<file path="config.mk">
export PLATFORM = sky130hd
export DESIGN_NAME = rnd_range_picker
export DESIGN_NICKNAME = d
export VERILOG_FILES = /design/src/rtl/rnd_range_picker.sv
export SDC_FILE = /design/constraint.sdc
export NUM_CORES = 1
export LEC_CHECK = 0
export BUFFER_PORTS_ARGS = -buffer_cell sky130_fd_sc_hd__buf_2
export CORE_MARGIN = 10
export CORE_UTILIZATION = 52
export CTS_BUF_LIST = sky130_fd_sc_hd__clkbuf_4 sky130_fd_sc_hd__clkbuf_8
export CTS_CLUSTER_SIZE = 8
export DETAILED_ROUTE_END_ITERATION = 8
export MAX_ROUTING_LAYER = met4
export PLACE_DENSITY = 0.8
export SLEW_MARGIN = 20
export SYNTH_ARGS = -nofsm -noshare
export SYNTH_HDL_FRONTEND = slang
export SYNTH_SLANG_ARGS = --single-unit
</file>
<file path="constraint.sdc">
create_clock -name clk -period 2 [get_ports clk]
set_input_delay 0 -clock clk [delete_from_list [all_inputs] [get_ports clk]]
set_output_delay 0 -clock clk [all_outputs]
set_load 0.01 [all_outputs]
</file>
<file path="src/rtl/rnd_range_picker.sv">
// rnd_range_picker: turns a raw LFSR byte into an unbiased value in [0, MAX_VAL] by mask-and-reject sampling.
// Latency: 2 cycles minimum (req -> out_valid), MAX_TRIES+1 worst case; bounded by a fallback after MAX_TRIES rejects.
// Backpressure: result is held stable in HOLD until out_ready; req is only sampled in IDLE or at the HOLD handshake.
// Optional feature macro: RND_NO_REPEAT_EN (reject a candidate equal to the previously delivered value).
module rnd_range_picker #(
  parameter int MAX_VAL   = 99,
  parameter int MAX_TRIES = 8
) (
  input  logic       clk,
  input  logic       rst_n,
  input  logic [7:0] rnd,
  input  logic       req,
  input  logic       out_ready,
  output logic       out_valid,
  output logic [7:0] out_val,
  output logic       fallback,
  output logic [3:0] tries,
  output logic       busy
);

  // Smallest 2^k-1 covering MAX_VAL; keeps the reject probability below one half.
  function automatic int calc_mask(input int mv);
    int m;
    m = 0;
    for (int k = 0; k < 8; k++) begin
      if (m < mv) m = m * 2 + 1;
    end
    return m;
  endfunction

  localparam logic [7:0] MASK    = 8'(calc_mask(MAX_VAL));
  localparam logic [7:0] MAXV    = 8'(MAX_VAL);
  localparam logic [7:0] OFFS    = 8'(MAX_VAL + 1);
  localparam logic [3:0] TRY_LIM = 4'(MAX_TRIES);

  typedef enum logic [1:0] {
    S_IDLE   = 2'd0,
    S_SAMPLE = 2'd1,
    S_HOLD   = 2'd2
  } state_t;

  state_t     state_q, state_d;
  logic [7:0] out_val_q, out_val_d;
  logic       fallback_q, fallback_d;
  logic [3:0] tries_q, tries_d;
  logic [3:0] cnt_q, cnt_d;

  logic [7:0] cand;
  logic       in_range;
  logic       rep_hit;

  assign cand     = rnd & MASK;
  assign in_range = (cand <= MAXV);

`ifdef RND_NO_REPEAT_EN
  logic [7:0] last_val_q, last_val_d;
  logic       last_valid_q, last_valid_d;

  // A one-value range cannot avoid repeats, so the check is switched off there.
  assign rep_hit = (MAX_VAL != 0) && last_valid_q && (cand == last_val_q);
`else
  assign rep_hit = 1'b0;
`endif

  // Next-state and datapath update for the IDLE/SAMPLE/HOLD controller.
  always_comb begin
    state_d    = state_q;
    out_val_d  = out_val_q;
    fallback_d = fallback_q;
    tries_d    = tries_q;
    cnt_d      = cnt_q;
`ifdef RND_NO_REPEAT_EN
    last_val_d   = last_val_q;
    last_valid_d = last_valid_q;
`endif
    case (state_q)
      S_IDLE: begin
        if (req) begin
          state_d = S_SAMPLE;
          cnt_d   = 4'd0;
        end
      end
      S_SAMPLE: begin
        cnt_d = cnt_q + 4'd1;
        if (in_range && !rep_hit) begin
          out_val_d  = cand;
          fallback_d = 1'b0;
          tries_d    = cnt_d;
          state_d    = S_HOLD;
        end else if (cnt_d == TRY_LIM) begin
          // Out-of-range fold stays in range since MASK <= 2*MAX_VAL+1; a repeat-only reject keeps cand.
          out_val_d  = in_range ? cand : (cand - OFFS);
          fallback_d = 1'b1;
          tries_d    = TRY_LIM;
          state_d    = S_HOLD;
        end
      end
      S_HOLD: begin
        if (out_ready) begin
`ifdef RND_NO_REPEAT_EN
          last_val_d   = out_val_q;
          last_valid_d = 1'b1;
`endif
          cnt_d   = 4'd0;
          state_d = req ? S_SAMPLE : S_IDLE;
        end
      end
      default: state_d = S_IDLE;
    endcase
  end

  // State and result registers with synchronous active-low reset.
  always_ff @(posedge clk) begin
    if (!rst_n) begin
      state_q    <= S_IDLE;
      out_val_q  <= 8'd0;
      fallback_q <= 1'b0;
      tries_q    <= 4'd0;
      cnt_q      <= 4'd0;
`ifdef RND_NO_REPEAT_EN
      last_val_q   <= 8'd0;
      last_valid_q <= 1'b0;
`endif
    end else begin
      state_q    <= state_d;
      out_val_q  <= out_val_d;
      fallback_q <= fallback_d;
      tries_q    <= tries_d;
      cnt_q      <= cnt_d;
`ifdef RND_NO_REPEAT_EN
      last_val_q   <= last_val_d;
      last_valid_q <= last_valid_d;
`endif
    end
  end

  assign out_valid = (state_q == S_HOLD);
  assign busy      = (state_q == S_SAMPLE);
  assign out_val   = out_val_q;
  assign fallback  = fallback_q;
  assign tries     = tries_q;

endmodule

</file>
==> metrics.md <==
| Metric | Value |
|---|---|
| Prevailing post-synth register cell | dfxtp_1 |
| P_leak | 0.527 nW |
| Most common cell after layout, fill and taps aside | buf_2 |
| Worst slack at placement | 0.277 ns |
| DR pass1 iterations | 4 |
| Antenna Nets Post-Route | 0 |
| Worst-case clock buffer depth | 2 |
| Clk slew on worst S/H paths | 0.10 ns |
| RSZ-0062 raised after global routing | no |
| Mapped Area | 933 sq um |
| Placer Congestion | 0.841 |
| Latest clock arrival within the worst-skew pair | 0.29 ns |
| Fin util | 67.3% |
| Vias per cell | 5.65 |
| Root Buffer | clkbuf_4 |
| CTS HTree Levels | 1 |
| Wire length of the first global-routing pass | 4.22 mm |
| Yosys cell types | 38 |
| Power per cell area | 654 nW/um^2 |
| CTS Buf Count | 3 |
| Max-Cap Viols | 0 |
| Routed length per instance | 14.4 um |
| Hold WC Path Type | primary input to flop |
| FMAX | 572 MHz |
| IO Port Bufs | 25 |
| Total wire length | 2.40 mm |
| Ys Warns | 0 |
| Chip width | 62.4 um |
| #FFs+latches synth | 19 |
| Slew of the pin with the lowest slew margin | 0.447 ns |
| Asr flop ratio synth | 0% |
| # IOs | 27 |
| Largest net degree at the start of global routing | 15 |
| Die height | 62.4 um |
| Layout cells sized above 1 | 28.2% |
| Setup violators final | 0 |
| Via count | 944 |
| Crit Path Max Fanout | 9 |
| Slew Limit Headroom | 70.1% |
| Post-Layout Inst Area | 1150 sq um |
| CP Data Required Time | 2.19 ns |
| Diodes inserted | 0 |
| Setup TNS | 0 ns |
| Fin worst setup slack | 0.251 ns |
| Post-CTS setup buffers | 0 |
| Critical path arrival | 1.94 ns |
| Critical path endpoint category | flop |
| Core area | 1710 sq um |
| DRC | 0 |
| Clock Sinks | 19 |
| HPWL Detailed | 1.81 mm |
| Starting Density | 54.7% |
| CTS tree | yes |
| Number of fill cells | 153 |
| NumNets Final | 157 |
| Tot GR Track Use | 12.9% |
| Cell Rows | 15 |
| Synth Instances | 112 |
| DRT iter0 DRCs | 46 |
| Maximum VDD drop | 0.000483 V |
| Area Growth Syn to Fin | 23.2% |
| Die area | 3890 sq um |
| Register area share after synthesis | 40.8% |
| Run status | finished clean |
| Vias in the first global route | 934 |
| Clock Skew | 0.00813 ns |
| Shortest period the worst path allows | 1.75 ns |
| Syn avg cell area | 8.33 sq um |
| Area after DPL | 1090 sq um |
| EDFF count, synth | 0 |
| Final period util | 87.4% |
| Mapped Nets | 126 |
| Initial antenna violation count | 0 |
| Most frequent cells in the layout | buf_2 (25), dfxtp_1 (19), nor2_1 (11), o21ai_0 (11), a21oi_1 (10) |
| Final slew viol count | 0 |
| CP startpoint kind | flop |
| Final Hold Fails | 0 |
| Overflow after GRT | 0 |
| Critical path class | flop to flop |
| Post-CTS Resized | 0 |
-- Yosys cell counts, types with 2 or more instances --
cell,number,share of area [%]
clkbuf_1,4,1.6
nand2_1,9,3.6
a21oi_1,10,5.4
nand3_1,8,4.3
inv_1,5,2.0
nand4_1,2,1.3
nor2_1,11,4.4
a22oi_1,3,2.4
dfxtp_1,19,41
o21ai_0,11,5.9
ha_1,2,2.7
nor3_1,2,1.1
-- sequential cells by signal, summed over array words and instances, names as in the netlist --
register  flops
out_val       8
fallback      1
state_q       2
tries         4
cnt_q         4
-- report_power, final --
group          internal (mW)  switching, mW  total [mW]
combinational         0.0566         0.0826       0.139
sequential             0.396         0.0110       0.407
clock                 0.0911          0.115       0.206
total                  0.543          0.208       0.752
-- layer usage --
metal / vias to the layer above / wire (um) / global-route usage (%)
met2: 38 / 1090 / 19.6
met5: - / 0 / -
li1: 470 / - / -
met3: 4 / 137 / 2.87
met4: 0 / 23 / 5.03
met1: 432 / 1150 / 16.3
-- repair_timing --
item                                   CTS  global route
setup endpoints to repair                0             0
endpoints found under the hold margin    3             0
hold buffers                             3             0
-- per-stage QoR --
step | std cells | total power [mW] | hold WS (ns)
finish | 167 | 0.752 | 0.0346
global route | 167 | 0.797 | 0.0275
CTS | 167 | 0.761 | 0.0283
detailed placement | 160 | 0.550 | 0.294
global placement | 160 | 0.545 | 0.294
floorplan | 112 | 0.496 | 0.148
-- final cells by class --
cell class / instances / area [sq um] / area share, %
Multi-Input combinational cell: 84 / 519 / 45.2
Sequential cell: 19 / 380 / 33.1
Timing Repair Buffer: 30 / 170 / 14.8
Tap cell: 25 / 31.3 / 2.72
Clock buffer: 4 / 30.0 / 2.61
Inverter: 5 / 18.8 / 1.63
-- logic make-up (layout without fill, tap and decap cells) --
group / Yosys count / after routing / share of synthesized area (%)
multiplexers: 1 / 1 / 1.07
XOR/XNOR: 2 / 2 / 1.88
AO/OA/AOI/OAI: 40 / 40 / 29.6
flip-flops: 19 / 19 / 40.8
adder cells (fa/ha/maj): 2 / 2 / 2.68
buffers and inverters: 9 / 39 / 3.62
AND/OR/NAND/NOR: 39 / 39 / 20.4
-- path summary, 6_finish.rpt --
| kind | startpoint | end | slack (ns) | depth (start not counted) |
|---|---|---|---|---|
| worst max-delay path | cnt_q[0]$_SDFFE_PN0P_ | tries[3]$_SDFFE_PN0P_ | 0.25 | 5 |
| worst min-delay path | rst_n | state_q[1]$_SDFFE_PN0P_ | 0.03 | 2 |
| worst max register to register | cnt_q[0]$_SDFFE_PN0P_ | tries[3]$_SDFFE_PN0P_ | 0.25 | 5 |
| worst min register to register | out_val[6]$_SDFFE_PN0P_ | out_val[6]$_SDFFE_PN0P_ | 0.47 | 2 |
-- critical path: stages (launching register included) --
cell and delay (ns):
dfxtp_1 0.45, a21boi_0 0.14, o211ai_2 0.29, a21boi_4 0.34, nor2_2 0.14, o221a_2 0.28
Power figures use the tool's default switching activity.
